==> src/rtl/spi_cfg_pkg.sv <==
// Shared constants, slot positions and FSM states for the SPI decoder.
// No ports: imported by the decoder and its bench.
package spi_cfg_pkg;

  localparam logic [2:0] IDX_CTRL = 3'b000;
  localparam logic [2:0] IDX_DAC  = 3'b001;
  localparam logic [2:0] IDX_PUSH = 3'b111;

  localparam logic [3:0] SLOT_RW         = 4'd1;
  localparam logic [3:0] SLOT_IDX_LAST   = 4'd4;
  localparam logic [3:0] SLOT_RDATA_LOAD = 4'd6;
  localparam logic [3:0] SLOT_WDATA_LAST = 4'd13;
  localparam logic [3:0] SLOT_LAST       = 4'd15;

  typedef enum logic [2:0] {
    S_IDLE,
    S_START,
    S_HDR,
    S_WDATA,
    S_RDATA,
    S_WAIT,
    S_ERR
  } state_t;

endpackage

==> src/rtl/spi_cmd_decoder_if.sv <==
// Register-file side bus of the SPI decoder: write strobe, read request.
// master = decoder (drives wr_*, rd_req, rd_index; takes rd_data).
interface spi_cmd_decoder_if;

  logic       wr_en;
  logic [2:0] wr_index;
  logic [7:0] wr_data;
  logic       rd_req;
  logic [2:0] rd_index;
  logic [7:0] rd_data;

  modport master (
    output wr_en,
    output wr_index,
    output wr_data,
    output rd_req,
    output rd_index,
    input  rd_data
  );

  modport slave (
    input  wr_en,
    input  wr_index,
    input  wr_data,
    input  rd_req,
    input  rd_index,
    output rd_data
  );

endinterface

==> src/rtl/spi_sdo_serializer.sv <==
// MISO shifter: sync pattern first, rd_data spliced in behind it, MSB first.
// Ports: clk, rst, clear, sync_load, data_load, shift, rd_data -> sdo.
module spi_sdo_serializer #(
  parameter logic [2:0] SYNC_PATTERN = 3'b101
) (
  input  logic       clk,
  input  logic       rst,
  input  logic       clear,
  input  logic       sync_load,
  input  logic       data_load,
  input  logic       shift,
  input  logic [7:0] rd_data,
  output logic       sdo
);

  // Bits still to be driven, next one at the top.
  logic [9:0] pend;

  always_ff @(posedge clk) begin
    if (rst || clear) begin
      pend <= '0;
      sdo  <= 1'b0;
    end else if (sync_load) begin
      pend <= {SYNC_PATTERN[1:0], 8'h00};
      sdo  <= SYNC_PATTERN[2];
    end else if (data_load) begin
      // Last sync bit goes out now; rd_data arrives just in time behind it.
      pend <= {rd_data, 2'b00};
      sdo  <= pend[9];
    end else if (shift) begin
      pend <= {pend[8:0], 1'b0};
      sdo  <= pend[9];
    end
  end

endmodule

==> src/rtl/spi_cmd_decoder.sv <==
// SPI frame decoder: 16-bit frames -> write strobes / read requests.
// Ports: clk_40MHz, rst, spi_cs/sdi/sdo, bus (master), frame_err_cnt, busy.
module spi_cmd_decoder
  import spi_cfg_pkg::*;
#(
  parameter logic [2:0] SYNC_PATTERN = 3'b101,
  parameter int         ERR_CNT_W    = 8
) (
  input  logic                 clk_40MHz,
  input  logic                 rst,
  input  logic                 spi_cs,
  input  logic                 spi_sdi,
  output logic                 spi_sdo,
  spi_cmd_decoder_if.master    bus,
  output logic [ERR_CNT_W-1:0] frame_err_cnt,
  output logic                 busy
);

  logic       cs_q;
  logic       sdi_q;
  logic [3:0] slot;

  state_t     state;
  state_t     state_nx;
  state_t     cur;

  logic       rw;
  logic       rw_nx;
  logic [2:0] idx;
  logic [2:0] idx_nx;
  logic [7:0] data;
  logic [7:0] data_nx;
  logic       wr_en_nx;
  logic       rd_req_nx;
  logic       err_inc;

  always_ff @(posedge clk_40MHz) begin
    cs_q  <= spi_cs;
    sdi_q <= spi_sdi;
  end

  // Slot number of the current cs_q-low cycle.
  always_ff @(posedge clk_40MHz) begin
    if (rst || cs_q) begin
      slot <= '0;
    end else if (slot != SLOT_LAST) begin
      slot <= slot + 4'd1;
    end
  end

  always_comb begin
    // IDLE only sees cs_q low on a fresh falling edge: that cycle is slot 0.
    cur       = (state == S_IDLE && !cs_q) ? S_START : state;
    state_nx  = cur;
    rw_nx     = rw;
    idx_nx    = idx;
    data_nx   = data;
    wr_en_nx  = 1'b0;
    rd_req_nx = 1'b0;
    err_inc   = 1'b0;
    unique case (cur)
      S_IDLE: begin
        state_nx = S_IDLE;
      end
      S_START: begin
        if (sdi_q) begin
          state_nx = S_HDR;
        end else begin
          state_nx = S_ERR;
          err_inc  = 1'b1;
        end
      end
      S_HDR: begin
        if (cs_q) begin
          state_nx = S_IDLE;
          err_inc  = 1'b1;
        end else begin
          if (slot == SLOT_RW) begin
            rw_nx = sdi_q;
          end else begin
            idx_nx = {idx[1:0], sdi_q};
          end
          if (slot == SLOT_IDX_LAST) begin
            if (rw) begin
              state_nx  = S_RDATA;
              rd_req_nx = 1'b1;
            end else begin
              state_nx = S_WDATA;
            end
          end
        end
      end
      S_WDATA: begin
        if (cs_q) begin
          state_nx = S_IDLE;
          err_inc  = 1'b1;
        end else begin
          // The pad bit shifts through and falls off the top.
          data_nx = {data[6:0], sdi_q};
          if (slot == SLOT_WDATA_LAST) begin
            wr_en_nx = 1'b1;
            state_nx = S_WAIT;
          end
        end
      end
      S_RDATA: begin
        if (cs_q) begin
          state_nx = S_IDLE;
          err_inc  = 1'b1;
        end else if (slot == SLOT_LAST) begin
          state_nx = S_WAIT;
        end
      end
      S_WAIT, S_ERR: begin
        if (cs_q) state_nx = S_IDLE;
      end
      default: begin
        state_nx = S_IDLE;
      end
    endcase
  end

  always_ff @(posedge clk_40MHz) begin
    if (rst) begin
      // A frame cut by reset is swallowed silently in WAIT.
      state         <= cs_q ? S_IDLE : S_WAIT;
      rw            <= 1'b0;
      idx           <= '0;
      data          <= '0;
      bus.wr_en     <= 1'b0;
      bus.wr_index  <= '0;
      bus.wr_data   <= '0;
      bus.rd_req    <= 1'b0;
      bus.rd_index  <= '0;
      busy          <= 1'b0;
      frame_err_cnt <= '0;
    end else begin
      state      <= state_nx;
      rw         <= rw_nx;
      idx        <= idx_nx;
      data       <= data_nx;
      bus.wr_en  <= wr_en_nx;
      bus.rd_req <= rd_req_nx;
      busy       <= (state_nx != S_IDLE);
      if (wr_en_nx) begin
        bus.wr_index <= idx;
        bus.wr_data  <= data_nx;
      end
      if (rd_req_nx) begin
        bus.rd_index <= idx_nx;
      end
      if (err_inc && frame_err_cnt != '1) begin
        frame_err_cnt <= frame_err_cnt + ERR_CNT_W'(1);
      end
    end
  end

  logic sdo_sync_load;
  logic sdo_shift;
  logic sdo_data_load;

  assign sdo_sync_load = (cur == S_HDR) && (state_nx == S_RDATA);
  assign sdo_shift     = (cur == S_RDATA) && (state_nx == S_RDATA);
  assign sdo_data_load = sdo_shift && (slot == SLOT_RDATA_LOAD);

  spi_sdo_serializer #(
    .SYNC_PATTERN(SYNC_PATTERN)
  ) u_sdo (
    .clk       (clk_40MHz),
    .rst       (rst),
    .clear     (state_nx != S_RDATA),
    .sync_load (sdo_sync_load),
    .data_load (sdo_data_load),
    .shift     (sdo_shift),
    .rd_data   (bus.rd_data),
    .sdo       (spi_sdo)
  );

endmodule

==> src/flat_wrapper.sv <==
// flat-port wrapper written by rule: the top's interface ports become plain ports
module spi_cmd_decoder_flat import spi_cfg_pkg::*;
#(
  parameter logic [2:0] SYNC_PATTERN = 3'b101,
  parameter int         ERR_CNT_W    = 8
)
  (clk_40MHz, rst, spi_cs, spi_sdi, spi_sdo, frame_err_cnt, busy, bus_wr_en, bus_wr_index, bus_wr_data, bus_rd_req, bus_rd_index, bus_rd_data);
  spi_cmd_decoder_if bus_i ();
  input  logic clk_40MHz;
  input  logic rst;
  input  logic spi_cs;
  input  logic spi_sdi;
  output logic spi_sdo;
  output logic [ERR_CNT_W-1:0] frame_err_cnt;
  output logic busy;
  output wire logic [$bits(bus_i.wr_en)-1:0] bus_wr_en;
  output wire logic [$bits(bus_i.wr_index)-1:0] bus_wr_index;
  output wire logic [$bits(bus_i.wr_data)-1:0] bus_wr_data;
  output wire logic [$bits(bus_i.rd_req)-1:0] bus_rd_req;
  output wire logic [$bits(bus_i.rd_index)-1:0] bus_rd_index;
  input wire logic [$bits(bus_i.rd_data)-1:0] bus_rd_data;
  assign bus_wr_en = bus_i.wr_en;
  assign bus_wr_index = bus_i.wr_index;
  assign bus_wr_data = bus_i.wr_data;
  assign bus_rd_req = bus_i.rd_req;
  assign bus_rd_index = bus_i.rd_index;
  assign bus_i.rd_data = bus_rd_data;
  spi_cmd_decoder #(.SYNC_PATTERN(SYNC_PATTERN), .ERR_CNT_W(ERR_CNT_W)) u_core (.clk_40MHz(clk_40MHz), .rst(rst), .spi_cs(spi_cs), .spi_sdi(spi_sdi), .spi_sdo(spi_sdo), .bus(bus_i), .frame_err_cnt(frame_err_cnt), .busy(busy));
endmodule
==> config.mk <==
export PLATFORM = sky130hd
export DESIGN_NAME = spi_cmd_decoder_flat
export DESIGN_NICKNAME = d
export VERILOG_FILES = /design/src/rtl/spi_cfg_pkg.sv /design/src/rtl/spi_cmd_decoder_if.sv /design/src/rtl/spi_sdo_serializer.sv /design/src/rtl/spi_cmd_decoder.sv /design/src/flat_wrapper.sv
export SDC_FILE = /design/constraint.sdc
export NUM_CORES = 1
export LEC_CHECK = 0
export CAP_MARGIN = 20
export CORE_MARGIN = 2
export CORE_UTILIZATION = 60
export CTS_BUF_LIST = sky130_fd_sc_hd__clkbuf_8
export DETAILED_ROUTE_END_ITERATION = 10
export DONT_BUFFER_PORTS = 1
export PLACE_DENSITY = 0.76
export SLEW_MARGIN = 20
export SYNTH_ARGS = -nofsm -noshare
export SYNTH_HDL_FRONTEND = slang
export SYNTH_SLANG_ARGS = --single-unit
==> constraint.sdc <==
create_clock -name clk_40MHz -period 3.46 [get_ports clk_40MHz]
set_clock_uncertainty 0.1 [all_clocks]
set_input_delay 0.346 -clock clk_40MHz [delete_from_list [all_inputs] [get_ports clk_40MHz]]
set_output_delay 0.346 -clock clk_40MHz [all_outputs]
set_load 0.01 [all_outputs]
==> results.toml <==
[global_routing]
overflow = 0
antenna_found_initial = 0
grt_max_degree = 30
grt_first_pass_wirelength_um = 7500
grt_usage_pct = 22.1
first_global_vias = 1631

[floorplanning]
die-area_sq_um = 4470
core_sq_um = 3740
row_count = 22
initial_core_util_pct = 63.4
fp.dieH_um = 66.9
die_w_um = 66.9
io_pins = 38

[placement]
gp_congestion = 0.880
dp.cells = 291
io_buffers = 0
dp_slack_ps = 1380
hpwl_um = 3020

[setup_path]
worstPathRequired_ps = 3600
cpPeakStageDelay_ps = 500
crit_type = "reg2reg"
critPathTopFamily = "simple AND/OR/NAND/NOR gates"
slowest_stage = "or4_4"
r2r_cells = 7
crit_buf_inv = 1
endpoint_kind = "register"
cp_cell_sequence = "inv_1, ha_1, nand4b_1, o211ai_1, o311ai_1, or4_4, a21oi_1"
critPathMaxFanout = 6
cp.depth = 7
arrival_ps = 2260
start_kind = "register"

[drt]
drc = 0
post_drt_wl_per_cell_um = 14.6
num_vias = 1769
dr.pass1.iters = 4
drtIter0Drc = 87
wirelength_um = 4420
viasPerCell = 5.84
ant_nets = 0

[synthesis]
synthTopCellsByArea = "dfxtp_1 (46%), mux2i_1 (10%), nor2_1 (6.0%)"
syn_inst = 252
synth_mux_area_share_pct = 11.5
yosysTopAreaCell = "dfxtp_1"
ys.flop_type = "dfxtp_1"
synth_adder_area_share_pct = 2.64
synth-xor-area-share_pct = 0.738
synth_top_family_by_area = "simple AND/OR/NAND/NOR gates"
avgSynthCellArea_sq_um = 9.42
synth-async-reset-ratio_pct = 0
synth_cell_types = 55
synthSimpleGateAreaFrac_pct = 22.5
synth-compound-area-share_pct = 13.7
synth_edf_count = 0
synth_seq_cells = 54
netlist_area_sq_um = 2370
ys.warnings.count = 0
synth-seq-area-share_pct = 45.5
synth_nets = 269
yosysTopAreaCellShare_pct = 45.5

[finish]
post_layout_nonfiller_instances = 303
diodes = 0
final_common_cell = "dfxtp_1"
final_nets = 271
most-common-layout-cells = "dfxtp_1 (54), nor2_1 (38), mux2i_1 (24), nand2_1 (19), a21oi_1 (19)"
syn2layout_area_growth_pct = 6.17
drive_above_1_share_pct = 9.41
fillers = 327
final_core_util_pct = 67.3

[power]
netSwitchingFraction_pct = 25.2
p_seq_share_pct = 59.1
p_sw_uw = 287
p_leak_uw = 0.000873
intPower_uw = 853
pwr-share-clk_pct = 31.4
irDropWorstVdd_uv = 310
comb_power_share_pct = 9.5
powerDensity_nw_per_um2 = 452

[clocking]
cts_made_buffers = 5
insertion_delay_ps = 310
clock_sinks = 54
ctsRootBufferMaster = "clkbuf_8"
cts_tree = "done"
clk_pin_slew_ps = 90
cts_max_path_buffers = 2
post-cts-setup-buffers = 0
cts_max_level = 2
ctsResizeCount = 0

[timing]
hold_viol_final = 0
drv_slew = 0
fin_ws_ps = 1340
period_needed_ps = 2120
slew_headroom_pct = 27.0
rsz0062_at_grt = "false"
max_freq_mhz = 473
tightest_slew_ps = 1090
tns_ps = 0
setup_viol = 0
fin_crit_sh_pct = 61.2
hold_ws_ps = 17.7

[flow_run]
max-cap-violations = 0

[min_path]
holdPathStages = 1
min_path_type = "in2reg"

[outcome]
status = "complete, no violations"
[flip-flops by register name, indices dropped and copies added, names as in the netlist]
signal,count
u_core.bus.wr_data,8
u_core.frame_err_cnt,8
u_core.u_sdo.pend,8
u_core.data,7
u_core.slot,4
u_core.bus.rd_index,3
u_core.bus.wr_index,3
u_core.idx,3
u_core.state,3
u_core.bus.rd_req,1
u_core.bus.wr_en,1
u_core.busy,1
u_core.cs_q,1
u_core.rw,1
u_core.sdi_q,1
u_core.u_sdo.sdo,1
[Yosys cell counts, types with 2 or more instances]
library cell / n
a211oi_1: 6
a21oi_1: 19
and2_1: 3
and3_1: 3
buf_2: 3
buf_4: 2
clkbuf_1: 4
dfxtp_1: 54
ha_1: 5
inv_1: 5
mux2_1: 2
mux2i_1: 24
nand2_1: 19
nand3_1: 7
nand4_1: 2
nor2_1: 38
nor2b_1: 6
nor3_1: 5
nor3b_1: 2
nor4_2: 2
nor4b_1: 2
o211ai_1: 2
o21a_1: 2
o21ai_0: 3
or4_1: 2
[per-stage QoR]
| stage | instance area, sq um | power [uW] |
|---|---|---|
| global route | 2520 | 1190 |
| global placement | 2380 | 784 |
| finish | 2520 | 1140 |
| detailed placement | 2380 | 786 |
| CTS | 2520 | 1150 |
| floorplan | 2370 | 775 |
[power groups by stage]
stage               Combinational [uW]  Sequential [uW]  Clock, uW
floorplan                         99.5              676          0
global placement                  97.7              687          0
detailed placement                98.5              687          0
CTS                                108              673        368
global route                       121              678        391
finish                             108              673        358
[path summary, 6_finish.rpt]
kind	end	slack (ps)	from
worst max-delay path	u_core.u_sdo.pend[7]$_SDFFE_PP0P_	1340	u_core.slot[1]$_SDFFE_PP0P_
worst min register to register	u_core.data[6]$_SDFF_PP0_	370	u_core.data[6]$_SDFF_PP0_
worst min-delay path	u_core.bus.rd_req$_SDFF_PP0_	20	rst
worst max register to register	u_core.u_sdo.pend[7]$_SDFFE_PP0P_	1340	u_core.slot[1]$_SDFFE_PP0P_
[routing by layer]
metal / track usage [%] / wire length (um) / vias up
met5: 0 / 0 / -
met4: 8.42 / 87 / 0
met3: 7.09 / 267 / 7
met2: 34.5 / 1990 / 50
met1: 28.4 / 2080 / 815
li1: - / - / 897
[final cells by class]
cell class / count / area (sq um) / share of cell area, %
multi-input cells: 182 / 1210 / 48.2
flip-flops and latches: 54 / 1080 / 42.9
clock buffers: 6 / 82.6 / 3.28
well taps: 48 / 60.1 / 2.38
repair buffers: 5 / 47.5 / 1.89
inverters: 6 / 22.5 / 0.894
clock inverters: 2 / 12.5 / 0.497
[repair_timing]
item                       in CTS  in global routing
hold buffers                    4                  0
hold endpoints to repair       31                  0
setup endpoints to repair       0                  0
[kinds of logic after synthesis]
group                      count (synthesis)
adders and majority gates                  5
buffers and inverters                     16
DFF                                       54
and+or+nand+nor                          103
muxes                                     27
AOI/OAI and AO/OA                         45
xor gates and xnor gates                   2
(Power assumes the default switching activity.)
